===== src/rtl/key_sched_ctrl.sv =====
`default_nettype none
// ============================================================================
// key_sched_ctrl : sequences the 64-bit key schedule and streams round keys.
// Optional KSCHED_CACHE_EN adds a round-key cache with forward/reverse replay.
// Revision: 1.0
// ============================================================================
module key_sched_ctrl #(
    parameter int NUM_ROUNDS = 25
) (
    input  logic        clk,
    input  logic        rst_n,
    input  logic        start,
    input  logic [63:0] key_in,
    output logic [63:0] exp_key,
    output logic [5:0]  exp_rc,
    input  logic [63:0] exp_key_next,
    output logic [63:0] rk_data,
    output logic [5:0]  rk_idx,
    output logic        rk_valid,
    input  logic        rk_ready,
    output logic        busy,
    output logic        done
`ifdef KSCHED_CACHE_EN
    ,
    input  logic        replay,
    input  logic        reverse
`endif
);

    typedef enum logic [2:0] {
        ST_IDLE   = 3'd0,
        ST_LOAD   = 3'd1,
        ST_EMIT   = 3'd2,
        ST_DONE   = 3'd3,
        ST_REPLAY = 3'd4
    } state_t;

    localparam logic [5:0] c_last_idx = 6'(NUM_ROUNDS);

    state_t      r_state;
    logic [63:0] r_key;
    logic [4:0]  r_rc;
    logic [5:0]  r_idx;
    logic [63:0] r_rk_data;
    logic        r_rk_valid;
    logic        r_busy;
    logic        r_done;

    logic        w_accept;
    logic [4:0]  w_rc_next;

    assign w_accept  = r_rk_valid & rk_ready;
    assign w_rc_next = {r_rc[3:0], r_rc[4] ^ r_rc[2]};

    assign exp_key  = r_key;
    assign exp_rc   = {1'b0, r_rc};
    assign rk_data  = r_rk_data;
    assign rk_idx   = r_idx;
    assign rk_valid = r_rk_valid;
    assign busy     = r_busy;
    assign done     = r_done;

`ifdef KSCHED_CACHE_EN
    localparam int c_aw = $clog2(NUM_ROUNDS + 1);

    logic [63:0] r_cache [0:NUM_ROUNDS];
    logic        r_cache_valid;
    logic        r_reverse;
    logic [5:0]  w_replay_first;
    logic [5:0]  w_replay_next;
    logic        w_replay_last;

    assign w_replay_first = reverse ? c_last_idx : 6'd0;
    assign w_replay_next  = r_reverse ? (r_idx - 6'd1) : (r_idx + 6'd1);
    assign w_replay_last  = r_reverse ? (r_idx == 6'd0) : (r_idx == c_last_idx);

    // Cache holds data only; validity is tracked by r_cache_valid, so no reset needed.
    always_ff @(posedge clk) begin
        if (r_state == ST_EMIT && w_accept) begin
            r_cache[r_idx[c_aw-1:0]] <= r_rk_data;
        end
    end
`endif

    always_ff @(posedge clk or negedge rst_n) begin
        if (!rst_n) begin
            r_state    <= ST_IDLE;
            r_key      <= 64'd0;
            r_rc       <= 5'h01;
            r_idx      <= 6'd0;
            r_rk_data  <= 64'd0;
            r_rk_valid <= 1'b0;
            r_busy     <= 1'b0;
            r_done     <= 1'b0;
`ifdef KSCHED_CACHE_EN
            r_cache_valid <= 1'b0;
            r_reverse     <= 1'b0;
`endif
        end else begin
            case (r_state)
                ST_IDLE, ST_DONE: begin
                    r_done <= 1'b0;
                    if (start) begin
                        r_key   <= key_in;
                        r_rc    <= 5'h01;
                        r_idx   <= 6'd0;
                        r_busy  <= 1'b1;
                        r_state <= ST_LOAD;
`ifdef KSCHED_CACHE_EN
                        r_cache_valid <= 1'b0;
                    end else if (r_state == ST_IDLE && replay && r_cache_valid) begin
                        r_reverse  <= reverse;
                        r_idx      <= w_replay_first;
                        r_rk_data  <= r_cache[w_replay_first[c_aw-1:0]];
                        r_rk_valid <= 1'b1;
                        r_busy     <= 1'b1;
                        r_state    <= ST_REPLAY;
`endif
                    end else begin
                        r_state <= ST_IDLE;
                    end
                end

                // One settle cycle so exp_key_next reflects the freshly loaded key.
                ST_LOAD: begin
                    r_rk_data  <= r_key;
                    r_rk_valid <= 1'b1;
                    r_state    <= ST_EMIT;
                end

                ST_EMIT: begin
                    if (w_accept) begin
                        if (r_idx == c_last_idx) begin
                            r_rk_valid <= 1'b0;
                            r_busy     <= 1'b0;
                            r_done     <= 1'b1;
                            r_state    <= ST_DONE;
`ifdef KSCHED_CACHE_EN
                            r_cache_valid <= 1'b1;
`endif
                        end else begin
                            r_key     <= exp_key_next;
                            r_rk_data <= exp_key_next;
                            r_rc      <= w_rc_next;
                            r_idx     <= r_idx + 6'd1;
                        end
                    end
                end

`ifdef KSCHED_CACHE_EN
                ST_REPLAY: begin
                    if (w_accept) begin
                        if (w_replay_last) begin
                            r_rk_valid <= 1'b0;
                            r_busy     <= 1'b0;
                            r_done     <= 1'b1;
                            r_state    <= ST_DONE;
                        end else begin
                            r_idx     <= w_replay_next;
                            r_rk_data <= r_cache[w_replay_next[c_aw-1:0]];
                        end
                    end
                end
`endif

                default: begin
                    r_rk_valid <= 1'b0;
                    r_busy     <= 1'b0;
                    r_done     <= 1'b0;
                    r_state    <= ST_IDLE;
                end
            endcase
        end
    end

endmodule
`default_nettype wire

===== config.mk =====
export PLATFORM = sky130hd
export DESIGN_NAME = key_sched_ctrl
export DESIGN_NICKNAME = d
export VERILOG_FILES = /design/src/rtl/key_sched_ctrl.sv
export SDC_FILE = /design/constraint.sdc
export NUM_CORES = 1
export LEC_CHECK = 0
export BUFFER_PORTS_ARGS = -buffer_cell sky130_fd_sc_hd__buf_2
export CAP_MARGIN = 5
export CORE_ASPECT_RATIO = 2
export CORE_MARGIN = 8
export CORE_UTILIZATION = 33
export CTS_CLUSTER_DIAMETER = 200
export DETAILED_ROUTE_END_ITERATION = 7
export PLACE_DENSITY = 0.61
export SLEW_MARGIN = 25
export SYNTH_ARGS = -nofsm -noshare
export SYNTH_HDL_FRONTEND = slang
export SYNTH_SLANG_ARGS = --single-unit

===== constraint.sdc =====
create_clock -name clk -period 2.51 [get_ports clk]
set_input_delay 0.1255 -clock clk [delete_from_list [all_inputs] [get_ports clk]]
set_output_delay 0.1255 -clock clk [all_outputs]
set_load 0.01 [all_outputs]

Word level (Yosys, flattened, before mapping). Cells that the tools add are included.

Flip-flop bits (word level): 145. Bits in latches: 0. RAM bits: 0. Bits in read-only memories: 0. Input bits: 132. Output and inout bits: 143. Word-level logic and storage cells: 56. Memories kept: 0.

Add/subtract/negate cells: 1. Multiply operators: 0. Div/mod/pow operators: 0. Order comparisons: 0. Equal/unequal tests: 8. Shift operators: 0. Muxes and demuxes: 25. Bitwise gates (word level): 4. Reduce and logical (&&, ||, !) cells: 10.

Operator list (number): $pmux W64 S2 (2); $mux W64 (3); $mux W6 (3); $mux W5 (3); $pmux W6 S2 (1); $pmux W5 S2 (1); $pmux W3 S3 (1); $reduce_and A3 Y1 (3); $ne A2 B2 Y1 const B (4); $reduce_and A4 Y1 (2); $add A6 B1 Y6 const B (1); $eq A3 B2 Y1 const B (2); $eq A6 B5 Y1 const B (1); $mux W1 (6); $mux W3 (2); $pmux W1 S3 (2); $reduce_bool A2 Y1 (2); $eq A3 B1 Y1 const B (1); $logic_not A3 Y1 (1); $not A1 Y1 (2); $pmux W1 S2 (1); $reduce_and A2 Y1 (1); $reduce_or A2 Y1 (1); $and A1 B1 Y1 (1); $xor A1 B1 Y1 (1).

Logic depth before layout (Yosys ltp). Gate-level depths: netlist of run 1.

Depth in word-level cells: 4. Gate-level depth with buffers: 8. Mapped depth without buffers: 6.

Least setup slack after synthesis of run 1. No wires, ideal clock.

Path type: reg2reg. Start point: register r_state[0]. End point: register r_key[0] (netlist: exp_key[0]). Setup time: 0.125 ns. Arrival: 1.895 ns. Required time: 2.385 ns. Slack: 0.490 ns. Cell stages (with the launch flop): 9. Path buffers: 2. Period minus slack after synthesis: 2.020 ns. Path through: dfrtp_1 -> inv_1 -> ha_1 -> nand2b_1 -> o21a_1 -> a21boi_1 -> buf_2 -> buf_4 -> mux2_2.

Word-level cells in the longest chain between the ends: 4. Elaborated cells on any way between the ends: 10. Those cells by class: eq/ne (5); mux (1); reduce/logical (4).

RTL lines: start: declaration (RTL line 40) `state_t r_state;`; start signal: assignment (RTL line 87) `r_state <= ST_IDLE;`; start signal: assignment (RTL line 108) `r_state <= ST_LOAD;`; start signal: assignment (RTL line 120) `r_state <= ST_IDLE;`; $eq A3 B2 Y1 / $logic_not A3 Y1 (equally long branches) (RTL line 100) `case (r_state)`; $reduce_or A2 Y1 (RTL line 100); $ne A2 B2 Y1 (no line) / $reduce_bool A2 Y1 (equally long branches); $reduce_and A4 Y1 (no line); end signal: assignment (RTL line 104) `r_key <= key_in;`; end signal: assignment (RTL line 142) `r_key <= exp_key_next;`; end: declaration (RTL line 41) `logic [63:0] r_key;`.

Parallel ways exist; a longest one is shown, timed or not. A chain may end at the register's enable or synchronous reset.

Final worst setup path of run 1.
Start point: register r_state[0]. End point: register r_key[57] (netlist: exp_key[57]).

Same word-level chain as after synthesis.

==> results of run 1 <==
## metrics by stage
stage | worst slack [ns] | std cells | power [mW] | hold slack [ns] | utilization [%]
final | 0.435 | 1235 | 5.14 | 0.0547 | 44.4
after global placement | 0.483 | 1200 | 2.62 | 0.0664 | 41.5
after detailed placement | 0.423 | 1200 | 2.62 | 0.0654 | 41.5
after CTS | 0.419 | 1233 | 5.23 | 0.0298 | 44.4
after global routing | 0.296 | 1235 | 5.34 | 0.0572 | 44.4
after floorplan | 0.490 | 685 | 2.45 | -0.170 | -
## metal layers
layer  GRT usage, %  vias to the layer above  wire length, um
li1               -                     2764                -
met1           14.8                     2732             7340
met2           29.3                      145            11500
met3           4.22                       27              970
met4           7.47                        2              539
met5              0                        -               13
## state kept, by name, indices dropped and copies added, names as in the netlist
register / flops
rk_data: 64
rk_idx: 6
busy: 1
done: 1
exp_key: 64
r_state: 2
r_rc: 5
rk_valid: 1
## synthesized netlist by cell type, drive strengths merged, types with 2 or more instances
| library cell | count |
|---|---|
| dfrtp | 143 |
| inv | 134 |
| mux2 | 129 |
| o21ai | 129 |
| nand2 | 69 |
| buf | 18 |
| clkbuf | 18 |
| a22o | 6 |
| ha | 4 |
| nor2 | 4 |
| a21oi | 3 |
| nand3 | 3 |
| a221o | 2 |
| a2bb2oi | 2 |
| mux2i | 2 |
| xnor2 | 2 |
## worst paths after layout
check | from | endpoint | slack (ns) | cells after the start
worst max-delay path | r_state[0] | exp_key[57] | 0.43 | 7
worst min-delay path | exp_key_next[11] | rk_data[11] | 0.05 | 4
worst max register to register | r_state[0] | exp_key[57] | 0.43 | 7
worst min register to register | rk_data[5] | rk_data[5] | 0.49 | 1
max in group asynchronous | rst_n | r_rc[0] | 1.63 | 3
min in group asynchronous | rst_n | exp_key[42] | 0.19 | 2
## critical path: cells and delay by family (launching register included)
| family | cells | cell delay (ns) |
|---|---|---|
| buffers and inverters | 2 | 0.48 |
| muxes | 1 | 0.39 |
| DFF | 1 | 0.38 |
| AOI/OAI and AO/OA | 2 | 0.35 |
| adders and majority gates | 1 | 0.23 |
| and+or+nand+nor | 1 | 0.11 |
## layout make-up
cell class | count | area [um2]
antenna | 2 | 5.00
multi-input combinational | 371 | 2730
inverter | 134 | 503
sequential | 144 | 3600
clock buffer | 24 | 502
clock inverter | 8 | 101
tap | 269 | 337
fill | 2082 | 11600
timing repair buffer | 283 | 1510
## power breakdown
group | internal, mW | switching, mW
logic | 0.118 | 0.136
registers | 2.32 | 0
clock network | 1.60 | 0.962
## cells in the final DEF, fill, tap and decap left out, drive strengths merged, types with 3 or more instances in the layout
master	instances
nor2	4
clkbuf	24
inv	135
a21oi	3
ha	4
buf	282
mux2	129
nand2	69
o21ai	129
a22o	6
clkinvlp	3
nand3	3
dfrtp	143
## cells by family after synthesis
kind of cell / Yosys count / share of synthesized area (%)
buf+inv: 170 / 9.97
xor+xnor: 3 / 0.375
fa+ha+maj: 4 / 0.714
mux: 131 / 21.2
other cells: 1 / 0.0535
compound gates: 150 / 11.6
flops: 144 / 51.4
simple gates: 82 / 4.67
==> impl_metrics.json, run 1 <==
{
  "grt_pass1_vias": 5939,
  "critical_path_required_ns": 2.80,
  "synth_cells": 685,
  "fin_crit_sh_pct": 82.7,
  "clk_pin_slew_ns": 0.06,
  "grt_max_degree": 165,
  "nets": 1087,
  "rsz0062_at_grt": "no",
  "slowest_stage": "mux2_2",
  "clock-sinks": 144,
  "cts_tree": "built",
  "dp_hpwl_mm": 15.2,
  "clock_skew_ns": 0.00738,
  "dieArea_um2": 26500,
  "clock_path_buffers": 2,
  "vias": 5670,
  "core.rowCount": 75,
  "critical-path-max-stage-delay_ns": 0.39,
  "cp_cell_sequence": "inv_1, ha_4, nand2b_1, o21a_1, a21boi_4, buf_12, mux2_2",
  "ant_nets": 0,
  "grtUsageTotal_pct": 15.5,
  "port_buffers": 273,
  "min_period_ns": 2.08,
  "criticalPathCategory": "reg2reg",
  "detail_route.first_pass.iterations": 4,
  "initial_core_util_pct": 33.5,
  "place_congestion": 0.837,
  "syn2layout_area_growth_pct": 32.6,
  "drtIter0Drc": 233,
  "synth_top_area_cell": "dfrtp_1",
  "route.detailed.drc": 0,
  "synthFlopType": "dfrtp_1",
  "vias_per_cell": 4.59,
  "antenna_found_initial": 3,
  "status": "finished, final reports clean",
  "drive_above_1_share_pct": 46.0,
  "synth_edf_count": 0,
  "leakage_nw": 5.36,
  "cts_hold_buf": 1,
  "ir_drop_mv": 0.358,
  "synth_seq_cells": 144,
  "clk_latency_ns": 0.41,
  "crit_path_end_kind": "flop",
  "synthesis.area_um2": 7010,
  "post_cts_buffers": 0,
  "ys_seq_area_share_pct": 51.4,
  "max_freq_ghz": 0.482,
  "yosysTopAreaCellShare_pct": 51.0,
  "hold_viol_final": 0,
  "h-tree-depth": 4,
  "relSlewSlack_pct": 60.8,
  "drv_cap": 0,
  "synth_fp_nets": 821,
  "wl_per_cell_um": 16.4,
  "core_area_um2": 20900,
  "yosys-top-cells-area": "dfrtp_1 51%, mux2_2 20%, o21ai_0 9.1%",
  "place_area_um2": 8680,
  "critPathLaunchType": "flop",
  "synth_cell_types": 39,
  "num_io_pins": 275,
  "cts_buffers": 17,
  "final_area_um2": 9300,
  "ys_async_sr_fraction_pct": 100,
  "finalWirelength_mm": 20.3,
  "worst-path-max-fanout": 61,
  "hold_path.class": "in2reg",
  "critPathArrivalTime_ns": 2.36,
  "power_density_nw_per_um2": 552,
  "slew_viol_final": 0,
  "synth_warnings": 0,
  "die_h_um": 222,
  "cts_resized": 0,
  "setup_viol": 0,
  "grt_pass1_wl_mm": 32.0,
  "worst_pin_slew_ns": 0.587,
  "cts-root-buf": "clkbuf_16",
  "synth_area_per_cell_um2": 10.2,
  "setup_tns_ns": 0,
  "die_w_um": 119,
  "grt_overflow": 0
}
Note: power is estimated with default switching activity, not from simulation.
==> inputs of run 2 (changes only) <==
Clock period 2.51 ns to 2.1 ns, I/O delays scaled along.
==> run 2 against run 1 <==
Effect of this change: combinational power rose by 24%; sequential cell count did not move; worst setup slack got worse by 0.31 ns; global-route usage rose by 0.12 points; register-to-register slack got worse by 0.31 ns; cell count rose by 1.4%; utilization rose by 0.87 points; clock skew barely moved; critical path depth did not move; routed wire length rose by 2.2%.
==> impl_metrics.json, run 2 (same netlist as run 1, synthesis figures left out) <==
{
  "status": "finished, final reports clean",
  "detail_route.first_pass.iterations": 4,
  "vias": 5757,
  "core.rowCount": 75,
  "clk_latency_ns": 0.43,
  "regArea_um2": 3600,
  "worst_pin_slew_ns": 0.562,
  "clk_pin_slew_ns": 0.06,
  "worst-path-max-fanout": 30,
  "slew_viol_final": 0,
  "dieArea_um2": 26500,
  "leakage_nw": 5.48,
  "criticalPathCategory": "reg2reg",
  "finalWirelength_mm": 20.8,
  "timing.hold.ws_ns": 0.0255,
  "vias_per_cell": 4.60,
  "place_congestion": 0.837,
  "port_buffers": 273,
  "nets": 1105,
  "num_io_pins": 275,
  "syn2layout_area_growth_pct": 35.2,
  "ir_drop_mv": 0.499,
  "initial_core_util_pct": 33.5,
  "hold_viol_final": 0,
  "fin_ws_ns": 0.123,
  "clock_skew_ns": 0.00702,
  "dp_hpwl_mm": 15.7,
  "drive_above_1_share_pct": 46.2,
  "grt_overflow": 0,
  "max_freq_ghz": 0.506,
  "rsz0062_at_grt": "no",
  "die_w_um": 119,
  "die_h_um": 222,
  "final_area_um2": 9480,
  "cts_tree": "built",
  "cts_buffers": 17,
  "power_density_nw_per_um2": 612,
  "critPathArrivalTime_ns": 2.29,
  "critical_path_required_ns": 2.41,
  "core_area_um2": 20900,
  "cts-root-buf": "clkbuf_16",
  "antenna_found_initial": 2,
  "multiInputGateArea_um2": 2740,
  "fill_cells": 2042,
  "drv_cap": 0,
  "crit_path_end_kind": "flop",
  "ant_nets": 0,
  "fin_crit_sh_pct": 94.1,
  "route.detailed.drc": 0,
  "dp_slack_ns": 0.0746,
  "grt_pass1_wl_mm": 32.1,
  "h-tree-depth": 4,
  "min_period_ns": 1.98,
  "hold_path.class": "in2reg",
  "relSlewSlack_pct": 62.4,
  "final_cell_mix": "272 x buf_2, 143 x dfrtp_1, 134 x inv_1",
  "critPathLaunchType": "flop",
  "drtIter0Drc": 207,
  "clock_path_buffers": 2,
  "setup_viol": 0,
  "wl_per_cell_um": 16.6,
  "grtUsageTotal_pct": 15.6,
  "final_common_cell": "buf_2",
  "grt_max_degree": 94,
  "grt_pass1_vias": 5996,
  "place_area_um2": 8830,
  "clock-sinks": 144,
  "setup_tns_ns": 0
}
[run 2: path summary, 6_finish.rpt]
path | start | end | slack, ns | cells past startpoint
min in group asynchronous | rst_n | exp_key[40] | 0.21 | 2
min | exp_key_next[14] | exp_key[14] | 0.03 | 4
max in group asynchronous | rst_n | r_rc[0] | 1.22 | 3
max | r_state[0] | exp_key[41] | 0.12 | 7
max reg2reg | r_state[0] | exp_key[41] | 0.12 | 7
min reg2reg | rk_data[5] | rk_data[5] | 0.49 | 1
[run 2: per-layer routing]
layer  share of wire, %  GRT usage (%)
met5              0.063              0
met4                3.5           8.01
met3                5.1           4.72
met2                 56           29.1
met1                 35           14.9
[run 2: what timing repair did]
item	4_1_cts	5_1_grt
hold buffers	4	0
buffers inserted	0	1
setup endpoints to repair	0	50
gates resized for setup	0	2
hold endpoints to repair	51	0
[run 2: where the power goes]
part           leakage [nW]  switching (mW)  internal (mW)
clock                 0.258            1.12           1.59
combinational          3.22           0.166          0.149
sequential             2.00               0           2.78
[run 2: final cells by class]
type | count | share of cell area [%]
Antenna cell | 1 | 0.0264
Clock buffer | 26 | 5.16
Clock inverter | 6 | 0.343
Inverter | 134 | 5.30
Multi-Input combinational cell | 371 | 28.9
Sequential cell | 144 | 38.0
Tap cell | 269 | 3.55
Timing Repair Buffer | 301 | 18.7
[run 2: worst max-delay path, stage by stage (launching register included)]
cell	delay, ns
dfrtp_1	0.38
inv_1	0.12
ha_4	0.23
nand2b_1	0.10
o21a_1	0.14
a21boi_4	0.26
buf_12	0.26
mux2_2	0.36
[run 2: through the flow]
stage               util (%)  instances  total power, mW
detailed placement      42.2       1212             3.14
finish                  45.3       1252             5.80
global route            45.3       1252             6.06
global placement        42.2       1212             3.14
floorplan                  -        685             2.92
CTS                     44.9       1248             5.91
